==> src/rtl/newram_arbiter.sv <==
// Two-requester arbiter for one newram port: registered RAM command, in-order tagged read return.
// Build with NEWRAM_ARB_ROUND_ROBIN_EN defined for alternating grants instead of priority + MAXWAIT guard.
module newram_arbiter #(
    parameter int DATAWIDTH = 256,
    parameter int ADDRWIDTH = 16,
    parameter int LATENCY   = 2,   // must be >= 1
    parameter int MAXWAIT   = 8
) (
    input  logic                 Clk,
    input  logic                 ResetN,
    input  logic                 Req0Valid,
    output logic                 Req0Ready,
    input  logic                 Req0Write,
    input  logic [ADDRWIDTH-1:0] Req0Addr,
    input  logic [DATAWIDTH-1:0] Req0DataIn,
    input  logic                 Req1Valid,
    output logic                 Req1Ready,
    input  logic                 Req1Write,
    input  logic [ADDRWIDTH-1:0] Req1Addr,
    input  logic [DATAWIDTH-1:0] Req1DataIn,
    output logic                 Rsp0Valid,
    output logic [DATAWIDTH-1:0] Rsp0DataOut,
    output logic                 Rsp1Valid,
    output logic [DATAWIDTH-1:0] Rsp1DataOut,
    output logic [ADDRWIDTH-1:0] RamAddr,
    output logic [DATAWIDTH-1:0] RamDataIn,
    output logic                 RamWriteEnable,
    input  logic [DATAWIDTH-1:0] RamDataOut
);
    logic                 grant0, grant1, xfer, sel_write;
    logic [ADDRWIDTH-1:0] sel_addr;
    logic [DATAWIDTH-1:0] sel_data;

    logic [ADDRWIDTH-1:0] ram_addr_q, ram_addr_d;
    logic [DATAWIDTH-1:0] ram_data_q, ram_data_d;
    logic                 ram_we_q, ram_we_d;

    // Tag stage i belongs to the command issued i clocks ago; stage LATENCY lines up with RamDataOut.
    logic [LATENCY:0]     tag_vld_q, tag_vld_d;
    logic [LATENCY:0]     tag_id_q, tag_id_d;

    logic                 rsp0_vld_q, rsp0_vld_d, rsp1_vld_q, rsp1_vld_d;
    logic [DATAWIDTH-1:0] rsp0_data_q, rsp0_data_d, rsp1_data_q, rsp1_data_d;

`ifdef NEWRAM_ARB_ROUND_ROBIN_EN
    logic last_grant_q, last_grant_d;  // 1 = requester 1 won the most recent transfer

    always_comb begin
        grant0 = 1'b0;
        grant1 = 1'b0;
        if (ResetN) begin
            if (Req0Valid && Req1Valid) begin
                grant0 = last_grant_q;
                grant1 = !last_grant_q;
            end else begin
                grant0 = Req0Valid;
                grant1 = Req1Valid;
            end
        end
        last_grant_d = last_grant_q;
        if (grant0 || grant1) last_grant_d = grant1;
    end

    // Reset to "requester 1 last" so requester 0 wins the first contested cycle.
    always_ff @(posedge Clk or negedge ResetN) begin
        if (!ResetN) last_grant_q <= 1'b1;
        else         last_grant_q <= last_grant_d;
    end
`else
    localparam logic [7:0] MAX_WAIT = 8'(MAXWAIT);
    logic [7:0] wait_cnt_q, wait_cnt_d;

    always_comb begin
        grant0 = 1'b0;
        grant1 = 1'b0;
        if (ResetN) begin
            if (Req1Valid && wait_cnt_q == MAX_WAIT) grant1 = 1'b1;
            else if (Req0Valid)                      grant0 = 1'b1;
            else                                     grant1 = Req1Valid;
        end
        wait_cnt_d = wait_cnt_q;
        if (!Req1Valid || grant1)      wait_cnt_d = 8'd0;
        else if (wait_cnt_q != MAX_WAIT) wait_cnt_d = wait_cnt_q + 8'd1;
    end

    always_ff @(posedge Clk or negedge ResetN) begin
        if (!ResetN) wait_cnt_q <= 8'd0;
        else         wait_cnt_q <= wait_cnt_d;
    end
`endif

    assign Req0Ready = grant0;
    assign Req1Ready = grant1;

    always_comb begin
        xfer       = grant0 | grant1;
        sel_write  = grant1 ? Req1Write  : Req0Write;
        sel_addr   = grant1 ? Req1Addr   : Req0Addr;
        sel_data   = grant1 ? Req1DataIn : Req0DataIn;
        ram_we_d   = xfer & sel_write;
        ram_addr_d = xfer ? sel_addr : ram_addr_q;
        ram_data_d = xfer ? sel_data : ram_data_q;

        tag_vld_d  = {tag_vld_q[LATENCY-1:0], xfer & ~sel_write};
        tag_id_d   = {tag_id_q[LATENCY-1:0], grant1};

        rsp0_vld_d  = tag_vld_q[LATENCY] & ~tag_id_q[LATENCY];
        rsp1_vld_d  = tag_vld_q[LATENCY] &  tag_id_q[LATENCY];
        rsp0_data_d = rsp0_vld_d ? RamDataOut : rsp0_data_q;
        rsp1_data_d = rsp1_vld_d ? RamDataOut : rsp1_data_q;
    end

    always_ff @(posedge Clk or negedge ResetN) begin
        if (!ResetN) begin
            ram_addr_q  <= '0;
            ram_data_q  <= '0;
            ram_we_q    <= 1'b0;
            tag_vld_q   <= '0;
            tag_id_q    <= '0;
            rsp0_vld_q  <= 1'b0;
            rsp1_vld_q  <= 1'b0;
            rsp0_data_q <= '0;
            rsp1_data_q <= '0;
        end else begin
            ram_addr_q  <= ram_addr_d;
            ram_data_q  <= ram_data_d;
            ram_we_q    <= ram_we_d;
            tag_vld_q   <= tag_vld_d;
            tag_id_q    <= tag_id_d;
            rsp0_vld_q  <= rsp0_vld_d;
            rsp1_vld_q  <= rsp1_vld_d;
            rsp0_data_q <= rsp0_data_d;
            rsp1_data_q <= rsp1_data_d;
        end
    end

    assign RamAddr        = ram_addr_q;
    assign RamDataIn      = ram_data_q;
    assign RamWriteEnable = ram_we_q;
    assign Rsp0Valid      = rsp0_vld_q;
    assign Rsp1Valid      = rsp1_vld_q;
    assign Rsp0DataOut    = rsp0_data_q;
    assign Rsp1DataOut    = rsp1_data_q;
endmodule

==> config.mk <==
export PLATFORM = sky130hd
export DESIGN_NAME = newram_arbiter
export DESIGN_NICKNAME = d
export VERILOG_FILES = /design/src/rtl/newram_arbiter.sv
export SDC_FILE = /design/constraint.sdc
export NUM_CORES = 1
export LEC_CHECK = 0
export CAP_MARGIN = 10
export CORE_AREA = 2 2 622 624
export DETAILED_ROUTE_END_ITERATION = 8
export DIE_AREA = 0 0 624 626
export SETUP_SLACK_MARGIN = 0.5
export SKIP_CTS_REPAIR_TIMING = 1
export SLEW_MARGIN = 20
export SYNTH_ARGS = -nofsm -noshare
export SYNTH_HDL_FRONTEND = slang
export SYNTH_SLANG_ARGS = --single-unit
==> constraint.sdc <==
create_clock -name Clk -period 3.6 [get_ports Clk]
set_input_delay 0.72 -clock Clk [delete_from_list [all_inputs] [get_ports Clk]]
set_output_delay 0.72 -clock Clk [all_outputs]
set_load 0.05 [all_outputs]
Yosys cells after proc, flatten, opt, wreduce, memory -nomap -nowiden
Cells that the tools add are included.

storage, ports and cells
  register bits after elaboration = 801
  input bits = 806
  output and inout port bits = 789
  word-level logic and storage cells = 35

operators by class
  $add $sub $neg = 1
  equality and inequality tests = 2
  multiplexer cells = 11
  bitwise gates (word level) = 7
  reduce and logical (&&, ||, !) cells = 4

operators with widths
  cell                   number
  $mux W256              1
  $mux W16               1
  $mux W8                2
  $add A8 B1 Y8 const B  1
  $eq A8 B4 Y1 const B   1
  $ne A8 B4 Y1 const B   1
  $mux W1                7
  $and A1 B1 Y1          4
  $not A1 Y1             2
  $reduce_bool A2 Y1     1
  $logic_and A1 B1 Y1    1
  $logic_not A1 Y1       1
  $logic_or A1 B1 Y1     1
  $or A1 B1 Y1           1

Logic depth before layout (Yosys ltp)
  depth after elaboration = 7
  depth in mapped cells = 8
  mapped depth without buffers = 5

Least setup slack after synthesis
Ideal clock, no wire load.

  path type = input -> output
  start = input ResetN
  end = output Req1Ready
  arrival = 2.335 ns
  required time = 2.880 ns
  path slack = 0.545 ns
  stages on the path = 5
  buffers on the path = 3
  cell sequence = clkbuf_1 clkbuf_1 clkbuf_1 nand2_1 nor2b_1

on the way
  cells in the longest elaborated chain, start to end = 1

ends and longest elaborated chain
  what         line  RTL
  from (decl)  10    input logic ResetN,
  $mux W1      76    if (ResetN) begin
  to (decl)    17    output logic Req1Ready,

No other way between the ends.

Worst setup path in the final report
  start = register wait_cnt_q[1]
  end = output Req0Ready

on the way
  cells in the longest elaborated chain, start to end = 4

ends and longest elaborated chain
  what                    line  RTL
  from (decl)             71    logic [7:0] wait_cnt_q, wait_cnt_d;
  from (signal assigned)  88    else wait_cnt_q <= wait_cnt_d;
  $eq A8 B4 Y1            77    if (Req1Valid && wait_cnt_q == MAX_WAIT) grant1 = 1'b1;
  $logic_and A1 B1 Y1     77
  $mux W1                 77
  $mux W1                 76
  to (decl)               12    output logic Req0Ready,

No other way between the ends.

==> summary.md <==
## Logic synthesis
- 34 — Yosys cell types
- 50.55% — share of the synthesized area in the top cell type
- 100.0% — share of synthesized flip-flops with an asynchronous set or reset
- 0 — number of synthesized flops with an enable pin
- 801 x sky130_fd_sc_hd__dfrtp_1, 512 x sky130_fd_sc_hd__mux2_2, 286 x sky130_fd_sc_hd__clkbuf_1 — most common library cells after synthesis
- 39650 um^2 — netlist area before placement
- 0 — Synth warnings
- sky130_fd_sc_hd__dfrtp_1 — main flop type after synthesis
- 50.55% — sequential cell area fraction in the yosys report
- 10.82 um^2 — synthesized area per cell
- 4473 — synthesized netlist net count
- sky130_fd_sc_hd__dfrtp_1 — cell taking the most area after synthesis
- 3665 — post-synthesis cell count
- sky130_fd_sc_hd__dfrtp_1 51%, sky130_fd_sc_hd__mux2_2 15%, sky130_fd_sc_hd__a211oi_1 5.2%, sky130_fd_sc_hd__nand3b_1 5.2%, sky130_fd_sc_hd__nor4_1 4.3% — Area contributors post-synth
- sky130_fd_sc_hd__dfrtp_1 — most used standard cell by instance count after synthesis
- 801 — #FFs+latches synth

## Power
- 40040 uW — total power after layout
- 0.02262 uW — leakage power total
- 614.2 nW/um^2 — areal power density over the cells
- 0.0003951 V — Max VDD drop

## GRT
- 36590 — number of global-route vias before repair
- 211 — antenna violations before repair
- 0 — total grt overflow
- 173 — pin count of the biggest net entering global routing
- 361500 um — first-pass GRT wire length
- 13.62% — global router's overall resource usage

## Place
- 222000 um — detailed-placement wirelength estimate
- 9995 — # placed instances
- 1594 — total of buffers placed on input and output ports
- 0.9394 — routability cong.
- 61340 um^2 — instance area at placement

## Detailed routing
- 38770 — DR vias
- 27.51 um — routed wirelength normalized by instance count
- 6 — TritonRoute pass-1 iters
- 3.773 — vias per inst
- 0 — post-route DRC violation count
- 3078 — violation count after the first detailed-route iteration
- 282700 um — final routed wirelength across all metal layers
- 0 — antenna viol nets, final

## STA
- 0.07571 ns — WHS
- 89.82% — share of the cycle needed by the critical path after routing
- 0 — number of max-slew violations in the final report
- 1.060 ns — actual transition at the worst max-transition pin
- 0.07283 ns — maximum clock skew at final layout
- 0 — final setup vio count
- 0.3093 GHz — peak clock frequency supported by timing
- 29.35% — max-slew headroom at the worst pin
- yes — RSZ-0062 raised after global routing
- 3.233 ns — post-route minimum period
- 0 — hold violation total from the final report

## Worst setup path
- 7 — CP Depth
- simple AND/OR/NAND/NOR gates — cell family with the largest share of critical-path delay
- 0.50 ns — highest cell delay on the worst timing path
- RamDataIn[61] — r2r endpoint
- output port — CP endpoint kind
- inv_2 -> ha_4 -> or4b_4 -> nor2_4 -> a21oi_2 -> buf_4 -> buf_12 — cells along the critical path
- 7 — path depth of the worst reg2reg path
- 3 — sum of buffers and inverters on the critical path
- 2.88 ns — data required time at the worst endpoint
- wait_cnt_q[1] — startpoint of the worst register-to-register path
- 2.51 ns — CP Data Arrival Time
- flip-flop — nature of the critical path startpoint
- 1.00 ns — Reg2Reg Setup Slack
- sky130_fd_sc_hd__or4b_4 — worst-path cell with the longest stage delay
- flip-flop to output port — category of the most critical setup path
- 4 — highest net fanout along the worst path

## CTS
- done — TritonCTS clock tree
- 3 — H-tree levels
- 801 — number of clock sinks
- 0.85 ns — clock insertion delay at the later pin of the skew report
- sky130_fd_sc_hd__clkbuf_16 — CTS root buffer
- 4 — number of buffers on the longest clock path
- 0.06 ns — clock transition time at the flip-flop clock pins of the worst setup and hold paths
- 107 — clock buffers created by TritonCTS

## Job
- 0 — max-cap check violation count

## Layout
- 10280 — count of placed standard cells in the final layout, fillers left out
- 20.67% — share of layout cells above drive strength 1
- 64.38% — Layout Area Growth over Synthesis
- 42570 — number of fill cells in the layout
- 65180 um^2 — area of all placed cells without fillers
- 5858 — Layout Nets
- 16.96% — final core utilization

## Hold path
- input pin to asynchronous set/reset pin — Hold Path Class

## Floorplan
- 626 um — die span in y
- 10.32% — effective utilization at floorplan
- 384300 um^2 — Floorplan Core Area
- 1595 — number of top-level pins
- 624 um — Die Width
- 228 — standard-cell row count
- 390600 um^2 — die area

## Status
- finished clean — run status

## logic make-up after synthesis
kind of cell / synth area share (%)
muxes: 14.54
AOI/OAI and AO/OA: 13.18
buffers and inverters: 4.039
and+or+nand+nor: 17.57
DFF: 50.55
xor gates and xnor gates: 0.06627
adders and majority gates: 0.06310
## state kept, by name, indices dropped and copies added, names as in the netlist
signal	cells
RamDataIn	256
Rsp0DataOut	256
Rsp1Valid	1
RamAddr	16
tag_vld_q	3
Rsp1DataOut	256
tag_id_q	3
RamWriteEnable	1
wait_cnt_q	8
Rsp0Valid	1
## worst register-to-register path, stage by stage, from the launching register on
cell                      delay, ns
sky130_fd_sc_hd__dfrtp_1       0.39
sky130_fd_sc_hd__inv_2         0.07
sky130_fd_sc_hd__ha_4          0.15
sky130_fd_sc_hd__or4b_4        0.23
sky130_fd_sc_hd__buf_4         0.38
sky130_fd_sc_hd__buf_4         0.79
sky130_fd_sc_hd__nor3_1        0.17
sky130_fd_sc_hd__nor4_1        0.31
## layer usage
metal | wire [um] | part of all wire, % | track usage (%) | vias to the layer above
li1 | - | - | - | 16800
met1 | 100500 | 36 | 14.63 | 19300
met4 | 13320 | 4.7 | 6.060 | 116
met3 | 31430 | 11 | 6.300 | 620
met5 | 794 | 0.28 | 0 | -
met2 | 136600 | 48 | 22.78 | 1931
## how the worst max path moves through the flow
stage	end	start	slack, ns
after floorplan	Req1Ready	ResetN	0.54
after global placement	Req0Ready	ResetN	0.64
after detailed placement	Req0Ready	ResetN	0.63
after CTS	Req0Ready	wait_cnt_q[0]	-0.20
after global routing	Req0Ready	wait_cnt_q[0]	0.25
final	Req0Ready	wait_cnt_q[1]	0.37
## power by group
part / internal (uW) / leakage, uW / switching [uW]
clock network: 6410 / 0.00172 / 4700
logic: 5710 / 0.0115 / 11200
registers: 10900 / 0.00939 / 1180
total: 23000 / 0.0226 / 17000
## cell type report
type                            count  area, um^2  area share (%)
Timing Repair Buffer             1669       16970           26.04
Sequential cell                   801       20040           30.75
Inverter                            6       22.52         0.03455
Clock buffer                      146        3004           4.609
Tap cell                         5060        6331           9.713
Multi-Input combinational cell   2465       18080           27.74
Clock inverter                     42       506.7          0.7774
Antenna cell                       88       220.2          0.3378
## per-stage QoR
| stage | worst slack [ns] | TNS (ns) |
|---|---|---|
| after CTS | -0.2045 | -0.2045 |
| after global placement | 0.6369 | 0 |
| after global routing | 0.2463 | 0 |
| final | 0.3666 | 0 |
| after detailed placement | 0.6336 | 0 |
| after floorplan | 0.5448 | 0 |
## cell usage in the layout, fill, tap and decap left out, drive strengths merged, types with 2 or more instances in the layout
cell | Yosys | layout
diode | 0 | 88
a211oi | 274 | 274
clkinvlp | 0 | 5
clkinv | 0 | 21
nand3b | 273 | 273
nor2b | 2 | 2
clkbuf | 286 | 146
buf | 107 | 96
dfrtp | 801 | 801
mux2 | 512 | 512
a221oi | 3 | 3
or4 | 2 | 2
nand3 | 5 | 5
a21oi | 275 | 275
nand2 | 4 | 4
nor4 | 272 | 272
o211ai | 2 | 2
xor2 | 3 | 3
ha | 2 | 2
or3 | 3 | 3
dlymetal6s2s | 0 | 6
clkdlybuf4s50 | 0 | 1566
a32o | 2 | 2
bufinv | 0 | 8
nor3 | 272 | 272
inv | 6 | 14
nor2 | 3 | 3
or2 | 272 | 272
o21ai | 4 | 4
o22ai | 272 | 272
Power figures use the tool's default switching activity.
